$ cat src/rtl/native_to_axis_video_pkg.sv
// Shared definitions for the native-to-AXI4-Stream video bridge: sync polarity
// names, FIFO entry tag layout and pointer sizing.
package native_to_axis_video_pkg;

  localparam string VS_POL_HIGH = "HIGH";
  localparam string VS_POL_LOW  = "LOW";

  // Per-pixel flags stored above the pixel data in each FIFO entry: {sof, eol, data}
  typedef struct packed {
    logic sof;
    logic eol;
  } vid_tag_t;

  localparam int TAG_W = $bits(vid_tag_t);

  // Address bits plus one wrap bit to tell full from empty
  function automatic int ptr_width(input int depth);
    return $clog2(depth) + 1;
  endfunction

endpackage

$ cat src/rtl/sync_fwft_fifo.sv
// Single-clock first-word-fall-through FIFO; a write while full is accepted
// only when a read happens in the same cycle.
module sync_fwft_fifo
  import native_to_axis_video_pkg::*;
#(
  parameter int WIDTH = 26,
  parameter int DEPTH = 16
) (
  input  logic             clock,
  input  logic             rst,
  input  logic             push,
  input  logic [WIDTH-1:0] din,
  output logic             full,
  input  logic             pop,
  output logic [WIDTH-1:0] dout,
  output logic             empty
);

  localparam int PW = ptr_width(DEPTH);
  localparam int AW = PW - 1;

  logic [WIDTH-1:0] mem [DEPTH];
  logic [PW-1:0]    wptr;
  logic [PW-1:0]    rptr;
  logic             wr_en;
  logic             rd_en;

  assign empty = (wptr == rptr);
  assign full  = (wptr[AW] != rptr[AW]) && (wptr[AW-1:0] == rptr[AW-1:0]);
  assign rd_en = pop && !empty;
  assign wr_en = push && (!full || rd_en);
  assign dout  = mem[rptr[AW-1:0]];

  always_ff @(posedge clock or posedge rst) begin
    if (rst) begin
      wptr <= '0;
      rptr <= '0;
    end else begin
      if (wr_en) wptr <= wptr + 1'b1;
      if (rd_en) rptr <= rptr + 1'b1;
    end
  end

  always_ff @(posedge clock) begin
    if (wr_en) mem[wptr[AW-1:0]] <= din;
  end

endmodule

$ cat src/rtl/native_to_axis_video.sv
// Native vsync/de pixel bus to AXI4-Stream video (tuser = SOF, tlast = EOL),
// with a small stall FIFO, sticky overflow and per-frame geometry checking.
module native_to_axis_video
  import native_to_axis_video_pkg::*;
#(
  parameter int    DSIZE      = 24,
  parameter int    FIFO_DEPTH = 16,
  parameter string VS_POL     = VS_POL_HIGH
) (
  input  logic             clock,
  input  logic             rst,
  input  logic [15:0]      hactive,
  input  logic [15:0]      vactive,
  input  logic             vsync,
  input  logic             hsync,
  input  logic             de,
  input  logic [DSIZE-1:0] idata,
  output logic [DSIZE-1:0] axis_tdata,
  output logic             axis_tvalid,
  input  logic             axis_tready,
  output logic             axis_tuser,
  output logic             axis_tlast,
  output logic             overflow,
  output logic             frame_err,
  output logic [15:0]      line_cnt
);

  localparam bit VS_HIGH = (VS_POL != VS_POL_LOW);
  localparam int EW      = DSIZE + TAG_W;

  logic             vs_act;
  logic             vs_d;
  logic             frame_start;
  logic             vld_p0;
  logic [DSIZE-1:0] data_p0;
  logic             vld_p1;
  vid_tag_t         tag_p1;
  logic [DSIZE-1:0] data_p1;
  logic             sof_arm;
  logic             seen_frame;
  logic             line_err;
  logic [15:0]      h_exp;
  logic [15:0]      v_exp;
  logic [15:0]      pix_cnt;
  logic             fifo_full;
  logic             fifo_empty;
  logic             pop;
  logic [EW-1:0]    fifo_dout;
  vid_tag_t         head_tag;
  logic             unused_hsync;

  // Line ends come from de falling, so hsync carries no information here
  assign unused_hsync = hsync;

  assign vs_act      = VS_HIGH ? vsync : ~vsync;
  assign frame_start = vs_act & ~vs_d;
  assign pop         = ~fifo_empty & axis_tready;

  always_ff @(posedge clock or posedge rst) begin
    if (rst) begin
      vs_d       <= 1'b0;
      vld_p0     <= 1'b0;
      vld_p1     <= 1'b0;
      tag_p1     <= '0;
      sof_arm    <= 1'b0;
      seen_frame <= 1'b0;
      line_err   <= 1'b0;
      h_exp      <= '0;
      v_exp      <= '0;
      pix_cnt    <= '0;
      line_cnt   <= '0;
      overflow   <= 1'b0;
      frame_err  <= 1'b0;
    end else begin
      vs_d      <= vs_act;
      frame_err <= 1'b0;
      // p0 -> p1: the held pixel is pushed; de low now means it closed the line
      vld_p0    <= de;
      vld_p1    <= vld_p0;
      if (vld_p0) begin
        tag_p1.sof <= sof_arm;
        tag_p1.eol <= ~de;
        sof_arm    <= 1'b0;
        if (!de) begin
          pix_cnt <= '0;
          if (pix_cnt + 16'd1 != h_exp) line_err <= 1'b1;
          if (line_cnt != 16'hFFFF) line_cnt <= line_cnt + 16'd1;
        end else begin
          pix_cnt <= pix_cnt + 16'd1;
        end
      end
      // p1 -> FIFO
      if (vld_p1 && fifo_full && !pop) overflow <= 1'b1;
      // Frame start overrides same-cycle counter updates; the in-flight push keeps the old SOF
      if (frame_start) begin
        sof_arm    <= 1'b1;
        h_exp      <= hactive;
        v_exp      <= vactive;
        seen_frame <= 1'b1;
        frame_err  <= seen_frame && ((line_cnt != v_exp) || line_err);
        line_cnt   <= '0;
        line_err   <= 1'b0;
      end
    end
  end

  always_ff @(posedge clock) begin
    if (de)     data_p0 <= idata;
    if (vld_p0) data_p1 <= data_p0;
  end

  sync_fwft_fifo #(
    .WIDTH (EW),
    .DEPTH (FIFO_DEPTH)
  ) u_fifo (
    .clock (clock),
    .rst   (rst),
    .push  (vld_p1),
    .din   ({tag_p1, data_p1}),
    .full  (fifo_full),
    .pop   (pop),
    .dout  (fifo_dout),
    .empty (fifo_empty)
  );

  // Head is masked while empty so the stream reads all-zero when idle
  assign head_tag    = fifo_dout[EW-1:DSIZE];
  assign axis_tvalid = ~fifo_empty;
  assign axis_tuser  = ~fifo_empty & head_tag.sof;
  assign axis_tlast  = ~fifo_empty & head_tag.eol;
  assign axis_tdata  = fifo_empty ? '0 : fifo_dout[DSIZE-1:0];

endmodule

$ cat config.mk
export PLATFORM = sky130hd
export DESIGN_NAME = native_to_axis_video
export DESIGN_NICKNAME = d
export VERILOG_FILES = /design/src/rtl/native_to_axis_video_pkg.sv /design/src/rtl/sync_fwft_fifo.sv /design/src/rtl/native_to_axis_video.sv
export SDC_FILE = /design/constraint.sdc
export NUM_CORES = 1
export LEC_CHECK = 0
export CAP_MARGIN = 15
export CORE_AREA = 2 2 272 274
export DETAILED_ROUTE_END_ITERATION = 10
export DIE_AREA = 0 0 274 276
export GPL_TIMING_DRIVEN = 1
export SLEW_MARGIN = 20
export SYNTH_ARGS = -nofsm -noshare
export SYNTH_HDL_FRONTEND = slang
export SYNTH_HIERARCHICAL = 1
export SYNTH_SLANG_ARGS = --single-unit
$ cat constraint.sdc
create_clock -name clock -period 5.3 [get_ports clock]
set_clock_uncertainty 0.1 [all_clocks]
set_input_delay 1.06 -clock clock [delete_from_list [all_inputs] [get_ports clock]]
set_output_delay 1.06 -clock clock [all_outputs]
set_load 0.05 [all_outputs]
# Word level (Yosys, flattened, before mapping)
# Memories as Yosys holds them, arrays and structs flattened.
# Index checks and enable logic that the tools add are counted.
[totals] mem_count=1 ff_bits=132 ramBits=416 in_bits=62
[op_classes] bitwise_logic=7 eq_ne=7 muxes=15 addsub=4 n_reduce_logical=16
[memory_table] name="u_fifo.mem" depth=16 word_bits=26 rd=1 rd_ports_with_merged_regs=0 wr=1 line="sync_fwft_fifo.sv:22" source="logic [WIDTH-1:0] mem [DEPTH];"
[op_table] op="2-to-1 mux 16 bit" count=5
[op_table] op="adder 16 x 1 -> 16 bit, second input constant" count=2
[op_table] op="!= test 16 bit" count=2
[op_table] op="2-to-1 mux 24 bit" count=1
[op_table] op="!= test 16 bit, second input constant" count=1
[op_table] op="adder 5 x 1 -> 5 bit, second input constant" count=2
[op_table] op="2-to-1 mux 1 bit" count=9
[op_table] op="logical AND 1 bit" count=6
[op_table] op="AND reduction 3 bit" count=2
[op_table] op="nonzero test 2 bit" count=3
[op_table] op="equality test 5 bit" count=1
[op_table] op="AND 1 bit" count=4
[op_table] op="equality test 4 bit" count=1
[op_table] op="logical NOT 1 bit" count=3
[op_table] op="NOT 1 bit" count=3
[op_table] op="logical OR 1 bit" count=2
[op_table] op="!= test 2 x 1 -> 1 bit, second input constant" count=1
[op_table] op="!= test 1 bit" count=1

# Depth between registers and ports, before layout
[depth] ltp_word=8 ltp_mapped=10

# Hierarchy
# Netlist, hierarchy kept.
[by_module_without_submodules] module="sync_fwft_fifo" seq_area_each_um2=12742.2 cells_each=708 instances=1 area_each_um2=16254.3
[by_module_without_submodules] module="native_to_axis_video" seq_area_each_um2=3293.2 cells_each=511 instances=1 area_each_um2=5436.5

# Worst setup path after synthesis
# No wires, ideal clock.
[synth_path] path_type="flip-flop to flip-flop" start="reg u_fifo.rptr[1]" end="mem u_fifo.mem[3][0], enable pin" stages_incl_launch_ff=9 t_arrival_ps=3500 path_slack_ps=1258 synth_period_minus_slack_ps=4042 setup_ps=442 cell_sequence="dfrtp_1 buf_2 xnor2_1 nand4_2 nand2b_1 inv_1 nor2b_1 o311ai_4 nor3_1"
[synth_via] elab_chain_cells=8
[synth_lines] element="start, declared" line="sync_fwft_fifo.sv:24" source="logic [PW-1:0] rptr;"
[synth_lines] element="start signal, assigned" line="sync_fwft_fifo.sv:40" source="if (rd_en) rptr <= rptr + 1'b1;"
[synth_lines] element="equality test 5 bit" line="sync_fwft_fifo.sv:28" source="assign empty = (wptr == rptr);"
[synth_lines] element="via fifo_empty" line="native_to_axis_video.sv:46" source="logic fifo_empty;"
[synth_lines] element="NOT 1 bit" line="native_to_axis_video.sv:57" source="assign pop = ~fifo_empty & axis_tready;"
[synth_lines] element="AND 1 bit" line="native_to_axis_video.sv:57"
[synth_lines] element="via pop" line="native_to_axis_video.sv:47" source="logic pop;"
[synth_lines] element="logical AND 1 bit" line="sync_fwft_fifo.sv:30" source="assign rd_en = pop && !empty;"
[synth_lines] element="logical OR 1 bit" line="sync_fwft_fifo.sv:31" source="assign wr_en = push && (!full || rd_en);"
[synth_lines] element="logical AND 1 bit" line="sync_fwft_fifo.sv:31"
[synth_lines] element="2-to-1 mux 1 bit" line="sync_fwft_fifo.sv:45" source="if (wr_en) mem[wptr[AW-1:0]] <= din;"
[synth_lines] element="2-to-1 mux 1 bit (not written as such)" line="sync_fwft_fifo.sv:45"
[synth_lines] element="end, declared" line="sync_fwft_fifo.sv:22"
# The timed path passes the listed nets, and every way through them passes these cells.

# Worst setup path after layout
[layout_path] start="reg u_fifo.wptr[2]" end="out axis_tdata[7]"
[layout_via] elab_chain_cells=2
[layout_lines] element="start, declared" line="sync_fwft_fifo.sv:23" source="logic [PW-1:0] wptr;"
[layout_lines] element="start signal, assigned" line="sync_fwft_fifo.sv:39" source="if (wr_en) wptr <= wptr + 1'b1;"
[layout_lines] element="equality test 5 bit" line="sync_fwft_fifo.sv:28"
[layout_lines] element="via fifo_empty" line="native_to_axis_video.sv:46"
[layout_lines] element="2-to-1 mux 24 bit" line="native_to_axis_video.sv:131" source="assign axis_tdata = fifo_empty ? '0 : fifo_dout[DSIZE-1:0];"
[layout_lines] element="end, declared" line="native_to_axis_video.sv:18" source="output logic [DSIZE-1:0] axis_tdata,"
# The timed path passes the listed nets, and every way through them passes these cells.

==> impl_metrics.yaml <==
power_and_ir_drop:
  p_int_mw: 9.179
  p_switching_mw: 4.554
  power_frac_comb_pct: 31.7
  seqPwrFrac_pct: 39.7
  total_power_mw: 13.73
  switching_share_pct: 33.16
  p_leak_nw: 8.792
  pwr-share-clk_pct: 28.6
  ir_worst_vdd_uv: 662.2
  powerDensity_mw_per_mm2: 531.6
sta:
  setup_tns_ns: 0
  max_slew_margin_pct: 33.19
  period_minus_slack_ns: 4.854
  hold_violations: 0
  setup_viol_count_final: 0
  worstMarginPinSlew_ns: 1.001
  max_freq_mhz: 206.0
  rsz0062_at_grt: "false"
  fin_crit_sh_pct: 91.59
  fin_ws_ns: 0.4460
  finalMaxSlewViolations: 0
clocking:
  ctsResizeCount: 0
  worstSkewPairLatency_ns: 0.63
  cts_tree: "built"
  postCtsSetupBuffers: 0
  clock_path_buffers: 3
  cts_buffers: 57
  ctsHoldBuffers: 0
  cts_root_buf: "clkbuf_16"
  clk_pin_slew_ns: 0.06
  cts.sinks: 548
  cts_htree_levels: 2
placement:
  hpwl_um: 26880
  pre_cts_ws_ns: 1.034
  numPortBuffers: 105
  gp_congestion: 0.7920
  placed_cell_area_mm2: 0.02395
grt:
  grt_util_all_layers_pct: 12.85
  antenna_found_initial: 1
  overflow: 0
  first_global_vias: 11860
  grt_max_degree: 108
  grt_pass1_wl_um: 73150
die:
  io_pins: 107
  die_height_um: 276
  initial_utilization_pct: 29.88
  dieWidth_um: 274
  row_count: 99
  dieArea_mm2: 0.07562
  core_area_mm2: 0.07259
final_layout:
  fill_cells: 6833
  final_util_pct: 35.59
  antenna_cells: 0
  final_nets: 1421
  stdcell_area_mm2: 0.02583
  syn_to_final_growth_pct: 19.09
  drive_gt1_share_pct: 17.21
synthesis:
  ys_top_cells_by_area: "edfxtp_1 (64%), mux4_2 (11%), dfrtp_1 (9.7%)"
  syn_inst: 1219
  yosys.area.top_type_share_pct: 64.24
  yosysTopAreaCell: "edfxtp_1"
  syn-cell-area_mm2: 0.02169
  ys_seq_elements: 548
  synthArstFlopShare_pct: 15.33
  yosys_warnings: 6
  avgSynthCellArea_um2: 17.79
  synth_ff_type: "edfxtp_1"
  synth-edff-count: 464
  syn_nets: 1288
  synth_cell_types: 56
  ys_seq_area_share_pct: 73.93
setup_path:
  critPathMaxStageDelay_ns: 0.77
  path_delay_family: "buffers and inverters"
  cp_cell_sequence: "xnor2_1 > nand4_2 > nand2b_1 > inv_1 > buf_4 > nor2b_1 > clkdlybuf4s50_1"
  cp.arrival_ns: 3.69
  cpMaxStageDelayCell: "inv_1"
  cp_max_fo: 16
  critical_path_class: "reg -> out"
  cp_num_buf_inv: 3
  start_kind: "flop"
  cp-end-kind: "output pin"
  cp.required_ns: 4.14
drt:
  vias: 11230
  drtAntennaViolNets: 0
  drt-initial-drc-count: 1004
  route.detailed.drc: 0
  avgRoutedWirePerCell_um: 20.54
  dr.pass1.iters: 5
  vias_per_cell: 4.762
  wirelength_um: 48450
flow_run:
  drv_cap: 0
outcome:
  status: "finished, final reports clean"
hold_path:
  min_path_type: "reg -> reg"
## layout by cell type (no fill, tap or decap), types with 3 or more instances in the layout
cell | synthesis | routed
and3_1 | 20 | 20
a31oi_1 | 4 | 4
xor2_1 | 30 | 30
nor2_1 | 26 | 25
clkinv_2 | 0 | 10
nand4_1 | 13 | 13
clkbuf_1 | 35 | 9
o22ai_1 | 4 | 4
and4_1 | 3 | 3
a21oi_1 | 5 | 5
bufinv_16 | 0 | 5
nor2b_4 | 0 | 4
o21ai_0 | 18 | 18
nor2b_1 | 37 | 31
nor4_1 | 5 | 5
buf_4 | 0 | 29
xnor2_1 | 32 | 32
clkdlybuf4s50_1 | 0 | 104
nand2b_1 | 3 | 3
inv_1 | 16 | 15
o31ai_1 | 10 | 10
clkinv_1 | 0 | 18
dfrtp_1 | 84 | 81
nand3_1 | 13 | 13
buf_12 | 0 | 4
or3_1 | 5 | 5
clkbuf_16 | 0 | 58
edfxtp_1 | 464 | 464
ha_1 | 7 | 7
a22oi_1 | 53 | 53
mux4_2 | 103 | 103
nand2_1 | 163 | 163
nor3_1 | 6 | 5
## power by group through the flow
stage	Sequential, mW	Combinational (mW)	Clock, mW
2_1_floorplan	5.44	3.09	0
3_3_place_gp	5.51	4.41	0
3_5_place_dp	5.54	4.43	0
4_1_cts	5.45	4.45	4.04
5_1_grt	5.50	4.65	4.20
6_report	5.45	4.35	3.93
## cell usage after synthesis, types with 6 or more instances
library cell and number:
dfrtp_1 84, and3_1 20, edfxtp_1 464, nor2b_1 37, xnor2_1 32, mux4_2 103, buf_2 21, o31ai_1 10
o21ai_0 18, nand3_1 13, a22oi_1 53, nand4_1 13, clkbuf_1 35, nor2_1 26, nor3_1 6, buf_6 7
nand2_1 163, xor2_1 30, ha_1 7, inv_1 16
## cell families after synthesis
kind of cell	synth area share, %
AOI/OAI and AO/OA	3.513
muxes	11.01
adders and majority gates	0.4038
buffers and inverters	1.823
DFF	73.93
and+or+nand+nor	6.818
xor gates and xnor gates	2.503
## routing by layer
metal	wire [um]	vias up	global-route usage, %
met4	754	2	2.954
met5	16	-	0
li1	-	5012	-
met1	21470	5838	17.60
met2	23270	326	20.84
met3	2942	55	2.840
## worst register-to-register path, delay by kind of cell, from the launching register on
family | cells | cell delay [ns]
AO/OA/AOI/OAI | 1 | 0.53
XOR/XNOR | 1 | 0.19
AND/OR/NAND/NOR | 4 | 1.67
buffers and inverters | 2 | 0.75
flip-flops | 1 | 0.49
## sequential cells by signal (all words and copies together), names as in the netlist
name / cells
h_exp: 16
sof_arm: 1
data_p0: 24
seen_frame: 1
u_fifo/rptr: 5
data_p1: 24
v_exp: 16
line_err: 1
vs_d: 1
vld_p1: 1
u_fifo/wptr: 5
line_cnt: 16
u_fifo/mem: 416
frame_err: 1
tag_p1: 2
vld_p0: 1
overflow: 1
pix_cnt: 16
## final timing paths
kind | from | end | slack, ns | cells after the start
worst max-delay path | u_fifo/wptr[2] | axis_tdata[7] | 0.45 | 7
worst min-delay path | data_p0[1] | data_p1[1] | 0.32 | 0
worst max register to register | u_fifo/wptr[2] | u_fifo/mem[2][21] | 1.19 | 8
worst min register to register | data_p0[1] | data_p1[1] | 0.32 | 0
max in group asynchronous | rst | pix_cnt[10] | 3.39 | 3
min in group asynchronous | rst | u_fifo/rptr[4] | 0.68 | 2
## area by class of cell
class	instances	area, um^2	area share, %
clock inverter	40	367.9	1.424
sequential	548	16040	62.11
clock buffer	67	1485	5.749
timing repair buffer	139	1371	5.309
tap	959	1200	4.645
inverter	16	61.31	0.2373
multi-input combinational	590	5303	20.53
## metrics by stage
| step | instances | hold WS, ns |
|---|---|---|
| after floorplan | 1219 | 0.3003 |
| after global placement | 2249 | 0.3072 |
| after detailed placement | 2251 | 0.3045 |
| after CTS | 2358 | 0.3192 |
| after global routing | 2359 | 0.3255 |
| final | 2359 | 0.3170 |
Power figures use the tool's default switching activity.
